[src/rtl/fetch_unit.sv]
// Instruction fetch stage: PC register, single-outstanding instruction-memory
// request tracking, and the IF/ID pipeline register with bubble/flush handling.
module fetch_unit #(
   parameter logic [31:0] RESET_PC  = 32'h0000_0000,
   parameter logic [31:0] NOP_INSTR = 32'h0000_0000
) (
   input  logic        clk,
   input  logic        rst_n,
   input  logic        StallF,
   input  logic        StallD,
   input  logic        pc_src,
   input  logic [31:0] branch_target,
   output logic        imem_req,
   output logic [31:0] imem_addr,
   input  logic        imem_ready,
   input  logic        imem_rvalid,
   input  logic [31:0] imem_rdata,
   output logic [31:0] id_instr,
   output logic [31:0] id_pc_plus4,
   output logic        id_valid,
   output logic [1:0]  o_dbg_state
);

   // Memory handshake: a request is accepted in the cycle where imem_req and
   // imem_ready are both high; exactly one imem_rvalid follows per acceptance.
   typedef enum logic [1:0] {
      S_FETCH = 2'd0,
      S_WAIT  = 2'd1,
      S_HELD  = 2'd2
   } state_t;

   state_t      r_state;
   logic [31:0] r_pc;
   logic [31:0] r_fetch_addr;
   logic        r_kill;
   logic [31:0] r_hold;
   logic [31:0] r_id_instr;
   logic [31:0] r_id_pc_plus4;
   logic        r_id_valid;

   state_t      w_state_nxt;
   logic [31:0] w_pc_nxt;
   logic [31:0] w_fetch_addr_nxt;
   logic        w_kill_nxt;
   logic [31:0] w_hold_nxt;
   logic [31:0] w_id_instr_nxt;
   logic [31:0] w_id_pc_plus4_nxt;
   logic        w_id_valid_nxt;
   logic        w_req;
   logic        w_load;
   logic [31:0] w_load_instr;
   logic        w_redirect;

   // A taken branch only counts when decode is not stalled; otherwise it is re-evaluated.
   assign w_redirect = pc_src && !StallD;

   always_comb begin
      w_state_nxt       = r_state;
      w_pc_nxt          = r_pc;
      w_fetch_addr_nxt  = r_fetch_addr;
      w_kill_nxt        = r_kill;
      w_hold_nxt        = r_hold;
      w_req             = 1'b0;
      w_load            = 1'b0;
      w_load_instr      = imem_rdata;
      w_id_instr_nxt    = r_id_instr;
      w_id_pc_plus4_nxt = r_id_pc_plus4;
      w_id_valid_nxt    = r_id_valid;

      case (r_state)
         S_FETCH: begin
            w_req = rst_n && !StallF;
            if (w_req && imem_ready) begin
               w_fetch_addr_nxt = r_pc;
               w_pc_nxt         = r_pc + 32'd4;
               w_state_nxt      = S_WAIT;
               w_kill_nxt       = w_redirect;
            end
         end
         S_WAIT: begin
            if (imem_rvalid) begin
               w_kill_nxt = 1'b0;
               if (r_kill) begin
                  w_state_nxt = S_FETCH;
               end else if (StallD) begin
                  w_hold_nxt  = imem_rdata;
                  w_state_nxt = S_HELD;
               end else begin
                  w_load      = !w_redirect;
                  w_state_nxt = S_FETCH;
               end
            end else if (w_redirect) begin
               w_kill_nxt = 1'b1;
            end
         end
         S_HELD: begin
            // A redirect here simply drops the buffered word.
            if (!StallD) begin
               w_load       = !w_redirect;
               w_load_instr = r_hold;
               w_state_nxt  = S_FETCH;
            end
         end
         default: w_state_nxt = S_FETCH;
      endcase

      if (w_redirect) begin
         w_pc_nxt = branch_target;
      end

      if (!StallD) begin
         if (w_load) begin
            w_id_instr_nxt    = w_load_instr;
            w_id_pc_plus4_nxt = r_fetch_addr + 32'd4;
            w_id_valid_nxt    = 1'b1;
         end else begin
            w_id_instr_nxt = NOP_INSTR;
            w_id_valid_nxt = 1'b0;
         end
      end
   end

   always_ff @(posedge clk or negedge rst_n) begin
      if (!rst_n) begin
         r_state       <= S_FETCH;
         r_pc          <= RESET_PC;
         r_fetch_addr  <= 32'd0;
         r_kill        <= 1'b0;
         r_hold        <= 32'd0;
         r_id_instr    <= NOP_INSTR;
         r_id_pc_plus4 <= 32'd0;
         r_id_valid    <= 1'b0;
      end else begin
         r_state       <= w_state_nxt;
         r_pc          <= w_pc_nxt;
         r_fetch_addr  <= w_fetch_addr_nxt;
         r_kill        <= w_kill_nxt;
         r_hold        <= w_hold_nxt;
         r_id_instr    <= w_id_instr_nxt;
         r_id_pc_plus4 <= w_id_pc_plus4_nxt;
         r_id_valid    <= w_id_valid_nxt;
      end
   end

   assign imem_req    = w_req;
   assign imem_addr   = r_pc;
   assign id_instr    = r_id_instr;
   assign id_pc_plus4 = r_id_pc_plus4;
   assign id_valid    = r_id_valid;
   assign o_dbg_state = r_state;

endmodule

[config.mk]
export PLATFORM = sky130hd
export DESIGN_NAME = fetch_unit
export DESIGN_NICKNAME = d
export VERILOG_FILES = /design/src/rtl/fetch_unit.sv
export SDC_FILE = /design/constraint.sdc
export NUM_CORES = 1
export LEC_CHECK = 0
export ABC_CLOCK_PERIOD_IN_PS = 4400
export CAP_MARGIN = 20
export CORE_MARGIN = 2
export CORE_UTILIZATION = 40
export DETAILED_ROUTE_END_ITERATION = 8
export GPL_ROUTABILITY_DRIVEN = 0
export PLACE_DENSITY = 0.73
export SYNTH_ARGS = -nofsm -noshare
export SYNTH_HDL_FRONTEND = slang
export SYNTH_SLANG_ARGS = --single-unit
[constraint.sdc]
create_clock -name clk -period 4.4 [get_ports clk]
set_input_delay 0.66 -clock clk [delete_from_list [all_inputs] [get_ports clk]]
set_output_delay 0.66 -clock clk [all_outputs]
set_load 0.005 [all_outputs]
Word-level counts from Yosys, hierarchy flattened
Index checks and enable logic that the tools add are counted.
Storage, ports and cells
  register bits: 164
  latch bits: 0
  RAM bits: 0
  ROM bits: 0
  input port bits: 71
  output and inout port bits: 100
  word-level logic and storage cells: 55
  memories: 0
Operators by class
  add/subtract/negate cells: 2
  multipliers: 0
  divide/modulo/power cells: 0
  order comparisons: 0
  equal/unequal tests: 6
  shifts and indexed selects: 0
  multiplexer cells: 21
  bitwise logic cells: 2
  reductions and logical operators: 16
Operators by type and width (number)
  $mux W32: 5
  $add A32 B3 Y32 const B: 2
  $mux W2: 5
  $mux W1: 8
  $ne A2 B2 Y1 const B: 3
  $pmux W2 S3: 1
  $reduce_and A2 Y1: 3
  $reduce_and A3 Y1: 2
  $reduce_bool A2 Y1: 3
  $pmux W1 S2: 2
  $reduce_and A4 Y1: 1
  $logic_and A1 B1 Y1: 3
  $logic_not A1 Y1: 3
  $ne A3 B3 Y1 const B: 1
  $eq A2 B1 Y1 const B: 1
  $eq A2 B2 Y1 const B: 1
  $logic_not A2 Y1: 1
  $not A1 Y1: 2

Longest topological paths before layout
Gate-level depths: netlist of the first run.
  depth in word-level cells: 8
  gate-level depth with buffers: 9
  mapped depth without buffers: 7

Worst setup path before layout of the first run
OpenSTA, ideal clock, no wires.
  path type: register to register
  from: reg r_state[0] (netlist: o_dbg_state[0])
  to: reg r_pc[31] (netlist: imem_addr[31])
  library setup time: 0.069 ns
  arrival: 1.799 ns
  data required time: 4.331 ns
  path slack: 2.532 ns
  stages on the path, launching flop included: 8
  buffers on the path: 0
  clock period less this slack: 1.868 ns
  path through: dfrtp_1 -> inv_1 -> ha_1 -> nand4b_4 -> nor2_4 -> nand4_4 -> or4_1 -> nand3_1
Between the ends
  word-level cells in the longest chain between the ends: 3
Ends and longest elaborated chain
  start, declared: line 32  | state_t r_state;
  start signal, assigned: line 134  | r_state <= w_state_nxt;
  $logic_not A2 Y1: line 70  | case (r_state)
  $reduce_bool A2 Y1 (no source line)
  $reduce_and A2 Y1 (no source line)
  end signal, assigned: line 135  | r_pc <= w_pc_nxt;
  end, declared: line 33  | logic [31:0] r_pc;
Every way passes these cells.
A chain may end at the register's enable or synchronous reset.

Worst setup path after layout of the first run
  from: reg r_state[1] (netlist: o_dbg_state[1])
  to: out imem_req
Between the ends
  word-level cells in the longest chain between the ends: 2
Ends and longest elaborated chain
  $logic_not A2 Y1: line 70
  $mux W1: line 70
  end, declared: line 13  | output logic imem_req,
Every way passes these cells.

==> results of run 1 <==
==> metal layers <==
metal / up-vias / part of all wire, % / global-route usage (%)
li1: 2748 / - / -
met1: 2761 / 47 / 26.1
met3: 25 / 3.8 / 3.36
met4: 0 / 2.4 / 7.14
met2: 141 / 47 / 28.5
met5: - / 0 / 0
==> cells in the mapped netlist, drive strengths merged, types with 7 or more instances <==
library cell  count  area, sq um
o21ai            89          445
nor3             15         90.1
nor4              7          116
mux2             67          754
dfrtp           164         4100
inv              11         41.3
mux2i            33          330
and3              9         56.3
nand2           117          439
nor2             16         67.6
nand3            30          178
nand4            13         96.3
xnor2            27          236
xor2             27          236
clkbuf           22         82.6
buf              14         76.3
==> cells by family (layout without fill, tap and decap cells) <==
family                     after synthesis  count (layout)  share of synthesized area, %
adders and majority gates                5               5                         0.816
buffers and inverters                   47             221                          2.61
DFF                                    164             164                          53.5
AOI/OAI and AO/OA                      100             100                          6.71
xor gates and xnor gates                54              54                          6.17
and+or+nand+nor                        227             227                          16.0
muxes                                  100             100                          14.2
==> worst max-delay path by stage <==
stage / start / to / slack [ns] / cells past startpoint
floorplan: o_dbg_state[0] / imem_addr[31] / 2.53 / 7
global placement: rst_n / imem_addr[31] / 1.47 / 6
detailed placement: rst_n / imem_addr[27] / 1.41 / 6
CTS: o_dbg_state[1] / imem_req / 1.56 / 5
global route: rst_n / imem_req / 1.44 / 4
finish: o_dbg_state[1] / imem_req / 1.58 / 5
==> worst reg2reg max path, stage by stage, from the launching register on <==
cell,delay [ns]
sky130_fd_sc_hd__dfrtp_1,0.41
sky130_fd_sc_hd__inv_1,0.10
sky130_fd_sc_hd__ha_1,0.43
sky130_fd_sc_hd__nand4b_4,0.45
sky130_fd_sc_hd__nor2_4,0.30
sky130_fd_sc_hd__nand4_4,0.14
sky130_fd_sc_hd__or4b_1,0.50
sky130_fd_sc_hd__nand3_1,0.10
==> power by group through the flow <==
stage / Clock, mW / Combinational (mW) / Sequential, mW
final: 1.42 / 1.64 / 2.47
after CTS: 1.45 / 1.66 / 2.47
after global placement: 0 / 1.62 / 2.47
after global routing: 1.52 / 1.81 / 2.55
after floorplan: 0 / 0.880 / 2.40
after detailed placement: 0 / 1.65 / 2.50
==> final cells by class <==
class	count	area, sq um
flip-flops and latches	164	4100
clock buffers	18	439
inverters	11	41.3
clock inverters	14	126
repair buffers	178	1800
multi-input cells	486	3370
well taps	234	293
fillers	1630	8600
==> sequential cells by signal, summed over array words and instances, names as in the netlist <==
name	flops
id_instr	32
id_pc_plus4	32
imem_addr	32
r_fetch_addr	32
r_hold	32
o_dbg_state	2
id_valid	1
r_kill	1
==> stage by stage <==
step	instances	power [mW]	utilization [%]
after CTS	1104	5.59	54.0
final	1105	5.54	54.2
after global routing	1105	5.88	54.2
after detailed placement	1072	4.15	51.0
after global placement	1072	4.09	51.0
after floorplan	697	3.28	-
==> metrics.txt, run 1 <==
die height ~140 microns; total vias in the final route roughly 5,700; run status finished clean; initial standard-cell utilization of the core around two fifths; pwr dens about 540 mW/mm^2; prevailing post-synth register cell sky130_fd_sc_hd__dfrtp_1; initial antenna violation count 0; total core area ~0.019 sq mm; Chip Width about 140 microns; maximum frequency from static timing analysis ~0.35 GHz; router iterations before antenna repair 4; final clock period utilization by the worst path between 60 and 70%; vias in the first global route approximately 5,500; synthesized net count between 700 and 800; Max VDD drop approximately 0.32 mV; Layout Skew 0.00776 ns; relative slew slack 46.8%; final HPWL from detailed placement around 13,000 microns; cell count after synthesis between 600 and 700; largest driver fanout on the critical path 7; Synth Warn # 0; flip-flop and latch count after synthesis ~160; Post-DRT Antenna Nets 0; GR Util All Layers between 10% and 20%; capturing element type of the critical path output port; net switching component of the power about 1.7 mW; number of buffer and inverter stages on the critical path 3; Worst Hold Slack 0.312 ns; TritonCTS sink count ~160; data required time of the critical path around 3.7 ns; power share of the clock group about a quarter; Hold Vio Cnt, Final 0; worst setup slack after layout roughly 1.6 ns; summed negative setup slack over all endpoints 0 ns; Design Area, Final between 0.01 and 0.015 sq mm; proportion of layout cells with a drive suffix above 1 between 10% and 20%; share of flip-flops with an asynchronous set or reset after synthesis between 90% and 100%; total length of routed wires roughly 18,000 microns; average size of a mapped cell ~11 sq um; standard cell with the maximum stage delay on the critical path sky130_fd_sc_hd__clkdlybuf4s50_1; clock buffers created by TritonCTS 17; number of setup buffers added after CTS 0; Period minus WS final roughly 2.8 ns; clock tree from TritonCTS done; Clock Root Buffer sky130_fd_sc_hd__clkbuf_16; post-CTS clock slew at the launch and capture registers of the worst setup and hold paths around 0.06 ns; combinational power share about 30%; crit path cell chain inv_1 -> ha_1 -> nand3b_4 -> inv_1 -> clkdlybuf4s50_1; worst reg2reg endpoint imem_addr[27]; Cell Area, Synth roughly 0.0077 sq mm; total of max-cap violations 0; area of placed instances between 0.009 and 0.01 sq mm; total global routing overflow 0; delay of the slowest cell on the worst path approximately 0.5 ns; Register-to-Register Path Depth 7; global-route wire length before repair 29,500 microns; via count normalized by instance count between 5 and 6; data arrival time at the worst-slack endpoint around 2.2 ns; kind of launch point of the worst setup path register; Die Footprint 0.0203 sq mm; RSZ-0062 raised after global routing false; reported leakage power about 4.2 nW; path type of the worst min-delay path primary input to async pin; post-detailed-route DRC marker count 0; count of endpoints failing setup in the final report 0; worst skew pair latency 0.42 ns; most frequent cells in the layout 169 x sky130_fd_sc_hd__clkdlybuf4s50_1, 164 x sky130_fd_sc_hd__dfrtp_1, 117 x sky130_fd_sc_hd__nand2_1; CTS H-tree depth 4; post-synthesis cell type count 47; cts hold-fix bufs 0; internal cell power ~3.8 mW; top-level I/O count 171; Least-Margin Pin Slew 0.798 ns; number of buffers added on ports 170; Area Overhead vs Synth 32.7%; type of the worst setup path register to output port; r2r startpoint o_dbg_state[1]; ANT cells 0; number of synthesized flops with an enable pin 0; maximum root-to-sink buffer count 2; Pins Over Slew Limit 0; post-placement worst setup slack ~1.4 ns; sequential fraction of design power ~45%; mean routed wirelength per cell roughly 17 microns; switch share between 30% and 40%; floorplan row count 50; CP most frequent cell sky130_fd_sc_hd__inv_1; net count of the finished layout between 900 and 1,000; crit-path leading delay family buffers and inverters; post-cts sizing count 0; register-to-register path setup slack 1.90 ns; most common cell after layout, fill and taps aside sky130_fd_sc_hd__clkdlybuf4s50_1; pin count of the biggest net entering global routing 95; Seq/Total Area, Yosys between 50% and 60%; detailed router's first-iteration violation count about 320
Power figures use the tool's default switching activity.
==> run 2: changes to the inputs <==
--- a/config.mk
+++ b/config.mk
@@ -5,7 +5,7 @@
 export SDC_FILE = /design/constraint.sdc
 export NUM_CORES = 1
 export LEC_CHECK = 0
-export ABC_CLOCK_PERIOD_IN_PS = 4400
+export ABC_CLOCK_PERIOD_IN_PS = 2800
 export CAP_MARGIN = 20
 export CORE_MARGIN = 2
 export CORE_UTILIZATION = 40
==> constraint.sdc (replaced) <==
create_clock -name clk -period 2.8 [get_ports clk]
set_input_delay 0.42 -clock clk [delete_from_list [all_inputs] [get_ports clk]]
set_output_delay 0.42 -clock clk [all_outputs]
set_load 0.005 [all_outputs]
==> metrics.txt, run 2 (synthesized netlist as in run 1, its figures left out) <==
final core occ 54.6% (+0.42 points); pwr dens 870 mW/mm^2 (+60%); clock buffers created by TritonCTS 17 (unchanged); data arrival time at the worst-slack endpoint 2.16 ns (about the same); CTS H-tree depth 4 (unchanged); proportion of layout cells with a drive suffix above 1 14.8% (+0.081 points); Chip Width 142 microns (unchanged); multi-input gate area in the final layout 0.00337 sq mm (unchanged); data required time of the critical path 2.38 ns (-1.36 ns); clock tree from TritonCTS done; total global routing overflow 0 (unchanged); Clock Root Buffer sky130_fd_sc_hd__clkbuf_16; Period minus WS final between 2 and 3 ns; final HPWL from detailed placement 12,700 microns (-1.4%); count of endpoints failing setup in the final report 0 (unchanged); maximum frequency from static timing analysis between 0.3 and 0.4 GHz; crit path cell chain inv_1 -> ha_1 -> nand3b_4 -> inv_1 -> clkdlybuf4s50_1; Least-Margin Pin Slew 0.884 ns (+0.0858 ns); reported leakage power 4.20 nW (+0.71%); floorplan row count 50 (unchanged); Post-DRT Antenna Nets 0 (unchanged); TritonCTS sink count 164 (unchanged); relative slew slack 41.1% (-5.7 points); Area Overhead vs Synth 33.7%; most common cell after layout, fill and taps aside sky130_fd_sc_hd__clkdlybuf4s50_1; net count of the finished layout 936 (+0.21%); Max VDD drop 0.436 mV (+37%); router iterations before antenna repair 4 (unchanged); Pins Over Slew Limit 0 (unchanged); via count normalized by instance count 5.10 (-0.74%); total core area 0.0188 sq mm (unchanged); maximum root-to-sink buffer count 2 (unchanged); number of buffers added on ports 170 (unchanged); standard cell with the maximum stage delay on the critical path sky130_fd_sc_hd__clkdlybuf4s50_1; number of setup buffers added after CTS 0 (unchanged); post-CTS clock slew at the launch and capture registers of the worst setup and hold paths 0.06 ns (about the same); crit path launch o_dbg_state[0]; CP most frequent cell sky130_fd_sc_hd__inv_1; Hold Vio Cnt, Final 0 (unchanged); Layout Skew 0.00626 ns (-0.00151 ns); final clock period utilization by the worst path about 92%; type of the worst setup path register to output port; detailed router's first-iteration violation count 335 (+3.7%); largest driver fanout on the critical path 7 (unchanged); path type of the worst min-delay path primary input to async pin; kind of launch point of the worst setup path register; GR Util All Layers 18.6% (+0.028 points); top-level I/O count 171 (unchanged); initial antenna violation count 0 (unchanged); capturing element type of the critical path output port; vias in the first global route 5,620 (+1.5%); post-cts sizing count 0 (unchanged); total of max-cap violations 0 (unchanged); Die Footprint 0.0203 sq mm (unchanged); cts hold-fix bufs 1 (+1); Worst Hold Slack 0.420 ns (+0.108 ns); initial standard-cell utilization of the core 40.8% (unchanged); delay of the slowest cell on the worst path 0.50 ns (about the same); r2r startpoint o_dbg_state[0]; run status finished clean; mean routed wirelength per cell 16.3 microns (-1.3%); total vias in the final route 5,643 (-0.56%); summed negative setup slack over all endpoints 0 ns (unchanged); total length of routed wires 18,000 microns (-1.1%); die height 142 microns (unchanged); RSZ-0062 raised after global routing false; global-route wire length before repair 29,400 microns (-0.12%); post-detailed-route DRC marker count 0 (unchanged); most frequent cells in the layout 169 x sky130_fd_sc_hd__clkdlybuf4s50_1, 164 x sky130_fd_sc_hd__dfrtp_1, 117 x sky130_fd_sc_hd__nand2_1; fill cell count 1,625 (-0.31%); pin count of the biggest net entering global routing 149 (+57%); ANT cells 0 (unchanged); Seq. cell area 0.00410 sq mm (unchanged); worst skew pair latency 0.42 ns (about the same)
run 2: layer usage:
metal | GRT usage, % | vias up | share of wire (%)
li1 | - | 2757 | -
met1 | 26.2 | 2724 | 47
met2 | 28.3 | 138 | 47
met3 | 3.67 | 24 | 4.2
met4 | 7.03 | 0 | 2.1
met5 | 0 | - | 0
run 2: critical path, delay by kind of cell, from the launching register on:
kind	cells	cell delay, ns
adder cells (fa/ha/maj)	1	0.42
flip-flops	1	0.42
AND/OR/NAND/NOR	1	0.17
buffers and inverters	3	0.73
run 2: final timing paths:
check                                    to  slack, ns  depth (start not counted)
max                                imem_req       0.22                          5
min                        r_fetch_addr[10]       0.42                          2
max reg2reg                   imem_addr[25]       0.50                          7
min reg2reg                 id_pc_plus4[11]       0.48                          2
max in group asynchronous    id_pc_plus4[2]       1.28                          3
min in group clk            id_pc_plus4[11]       0.48                          2
run 2: layout make-up:
cell class,instances,area share [%]
Sequential cell,164,40.0
Timing Repair Buffer,180,17.6
Clock inverter,12,1.64
Tap cell,234,2.86
Clock buffer,20,4.55
Inverter,11,0.403
Multi-Input combinational cell,486,32.9
run 2: where the power goes:
part / total, mW / switching (mW) / internal, mW
combinational: 2.57 / 1.02 / 1.55
sequential: 3.87 / 0.678 / 3.19
clock: 2.48 / 0.988 / 1.50
total: 8.92 / 2.68 / 6.24
run 2: stage by stage:
step                area [sq um]  cells  power (mW)  setup slack, ns
floorplan                   7670    697        5.16            0.932
global placement            9610   1074        6.42            0.563
detailed placement          9610   1074        6.52            0.497
CTS                        10200   1107        9.03            0.172
global route               10200   1107        9.49            0.110
finish                     10200   1107        8.92            0.222
==> run 3: changes to the inputs <==
--- a/config.mk
+++ b/config.mk
@@ -11,7 +11,9 @@
 export CORE_UTILIZATION = 40
 export DETAILED_ROUTE_END_ITERATION = 8
 export GPL_ROUTABILITY_DRIVEN = 0
+export MAX_ROUTING_LAYER = met4
 export PLACE_DENSITY = 0.73
+export SKIP_CTS_REPAIR_TIMING = 1
 export SYNTH_ARGS = -nofsm -noshare
 export SYNTH_HDL_FRONTEND = slang
 export SYNTH_SLANG_ARGS = --single-unit
==> metrics.txt, run 3 (synthesized netlist as in run 1, its figures left out) <==
run status finished clean; sequential fraction of design power 43.3% (about the same); net count of the finished layout 936 (unchanged); vias in the first global route 5,614 (-0.11%); Chip Width 142 microns (unchanged); data arrival time at the worst-slack endpoint 2.16 ns (about the same); Post-DRT Antenna Nets 0 (unchanged); CP most frequent cell sky130_fd_sc_hd__inv_1; total of max-cap violations 0 (unchanged); relative slew slack 41.3% (+0.21 points); crit path cell chain inv_1 -> ha_1 -> nand3b_4 -> inv_1 -> clkdlybuf4s50_1; pin count of the biggest net entering global routing 149 (unchanged); capturing element type of the critical path output port; floorplan row count 50 (unchanged); maximum root-to-sink buffer count 2 (unchanged); final clock period utilization by the worst path 92.2% (+0.18 points); total power 8.93 mW (+0.12%); count of endpoints failing setup in the final report 0 (unchanged); clock tree from TritonCTS done; initial standard-cell utilization of the core 40.8% (unchanged); total global routing overflow 0 (unchanged); met2 wire length 8450 microns (+0.38%); most common cell after layout, fill and taps aside sky130_fd_sc_hd__clkdlybuf4s50_1; amount of wire on met3 after detailed routing 603 microns (-21%); post-detailed-route DRC marker count 0 (unchanged); worst skew pair latency 0.43 ns (about the same); proportion of layout cells with a drive suffix above 1 14.8% (unchanged); fill cell count 1,624 (-0.062%); total core area 0.0188 sq mm (unchanged); Clock Root Buffer sky130_fd_sc_hd__clkbuf_16; total vias in the final route 5,680 (+0.66%); met1 routed wirelength after detailed routing 8670 microns (+2.2%); type of the worst setup path register to output port; Least-Margin Pin Slew 0.880 ns (-0.00317 ns); area of placed instances 0.00961 sq mm (unchanged); combinational power share 28.8% (about the same); Max VDD drop 0.444 mV (+1.8%); delay of the slowest cell on the worst path 0.50 ns (about the same); standard cell with the maximum stage delay on the critical path sky130_fd_sc_hd__clkdlybuf4s50_1; detailed router's first-iteration violation count 359 (+7.2%); RSZ-0062 raised after global routing false; Die Footprint 0.0203 sq mm (unchanged); net switching component of the power 2.69 mW (+0.40%); top routing layer in use met4; global-route wire length before repair 29,400 microns (about the same); top-level I/O count 171 (unchanged); pwr dens 871 mW/mm^2 (+0.12%); final HPWL from detailed placement 12,700 microns (unchanged); Register-to-Register Path Depth 7 (unchanged); total length of routed wires 18,100 microns (+0.32%); switch share 30.1% (+0.085 points); ANT cells 0 (unchanged); Design Area, Final 0.0102 sq mm (unchanged); Pins Over Slew Limit 0 (unchanged); initial antenna violation count 0 (unchanged); r2r startpoint o_dbg_state[0]; most frequent cells in the layout 169 x sky130_fd_sc_hd__clkdlybuf4s50_1, 164 x sky130_fd_sc_hd__dfrtp_1, 117 x sky130_fd_sc_hd__nand2_1; clock buffers created by TritonCTS 17 (unchanged); internal cell power 6.24 mW (about the same); path type of the worst min-delay path primary input to async pin; power share of the clock group 27.9% (about the same); Period minus WS final 2.58 ns (+0.00509 ns); register-to-register path setup slack 0.51 ns (about the same); TritonCTS sink count 164 (unchanged); number of buffers added on ports 170 (unchanged); mean routed wirelength per cell 16.4 microns (+0.32%); CTS H-tree depth 4 (unchanged); maximum frequency from static timing analysis 0.387 GHz (-0.20%); kind of launch point of the worst setup path register; data required time of the critical path 2.38 ns (about the same); router iterations before antenna repair 4 (unchanged); summed negative setup slack over all endpoints 0 ns (unchanged); via count normalized by instance count 5.13 (+0.66%); Hold Vio Cnt, Final 0 (unchanged); die height 142 microns (unchanged); Area Overhead vs Synth 33.7% (unchanged); post-CTS clock slew at the launch and capture registers of the worst setup and hold paths 0.07 ns (about the same); Worst Hold Slack 0.411 ns (-0.00898 ns); worst reg2reg endpoint imem_addr[25]; largest driver fanout on the critical path 7 (unchanged); final core occ 54.6% (unchanged); GR Util All Layers 19.2% (+0.60 points); reported leakage power 4.20 nW (unchanged); Layout Skew 0.00702 ns (+0.000760 ns)
-- run 3: worst max-delay path by stage --
| stage | start | endpoint | slack [ns] | cells past startpoint |
|---|---|---|---|---|
| 2_1_floorplan | o_dbg_state[0] | imem_addr[31] | 0.93 | 7 |
| 3_3_place_gp | imem_ready | imem_addr[25] | 0.56 | 6 |
| 3_5_place_dp | imem_ready | imem_addr[25] | 0.50 | 6 |
| 4_1_cts | o_dbg_state[0] | imem_req | 0.17 | 5 |
| 5_1_grt | o_dbg_state[0] | imem_req | 0.11 | 5 |
| 6_report | o_dbg_state[0] | imem_req | 0.22 | 5 |
-- run 3: cell type report --
type	count	area (sq um)	area share, %
Inverter	11	41.3	0.403
Clock buffer	20	467	4.55
Clock inverter	12	168	1.64
Timing Repair Buffer	180	1810	17.6
Tap cell	234	293	2.86
Multi-Input combinational cell	486	3370	32.9
Sequential cell	164	4100	40.0
-- run 3: through the flow --
step / instances / worst slack, ns
after floorplan: 697 / 0.932
after global placement: 1074 / 0.563
after detailed placement: 1074 / 0.497
after CTS: 1106 / 0.172
after global routing: 1107 / 0.106
final: 1107 / 0.217
-- run 3: power by group through the flow --
stage | logic, mW | registers [mW] | clock network (mW)
5_1_grt | 2.85 | 4.00 | 2.65
4_1_cts | 2.62 | 3.87 | 2.54
3_5_place_dp | 2.61 | 3.91 | 0
2_1_floorplan | 1.38 | 3.77 | 0
6_report | 2.57 | 3.87 | 2.49
3_3_place_gp | 2.55 | 3.87 | 0
-- run 3: per-layer routing --
metal / vias up / GRT usage [%]
li1: 2759 / -
met1: 2778 / 26.3
met2: 120 / 28.4
met3: 23 / 3.77
met4: 0 / 6.88
met5: - / -
-- run 3: worst max-delay path, delay by kind of cell, from the launching register on --
family	cells	cell delay [ns]
adders and majority gates	1	0.42
DFF	1	0.42
buffers and inverters	3	0.73
and+or+nand+nor	1	0.17
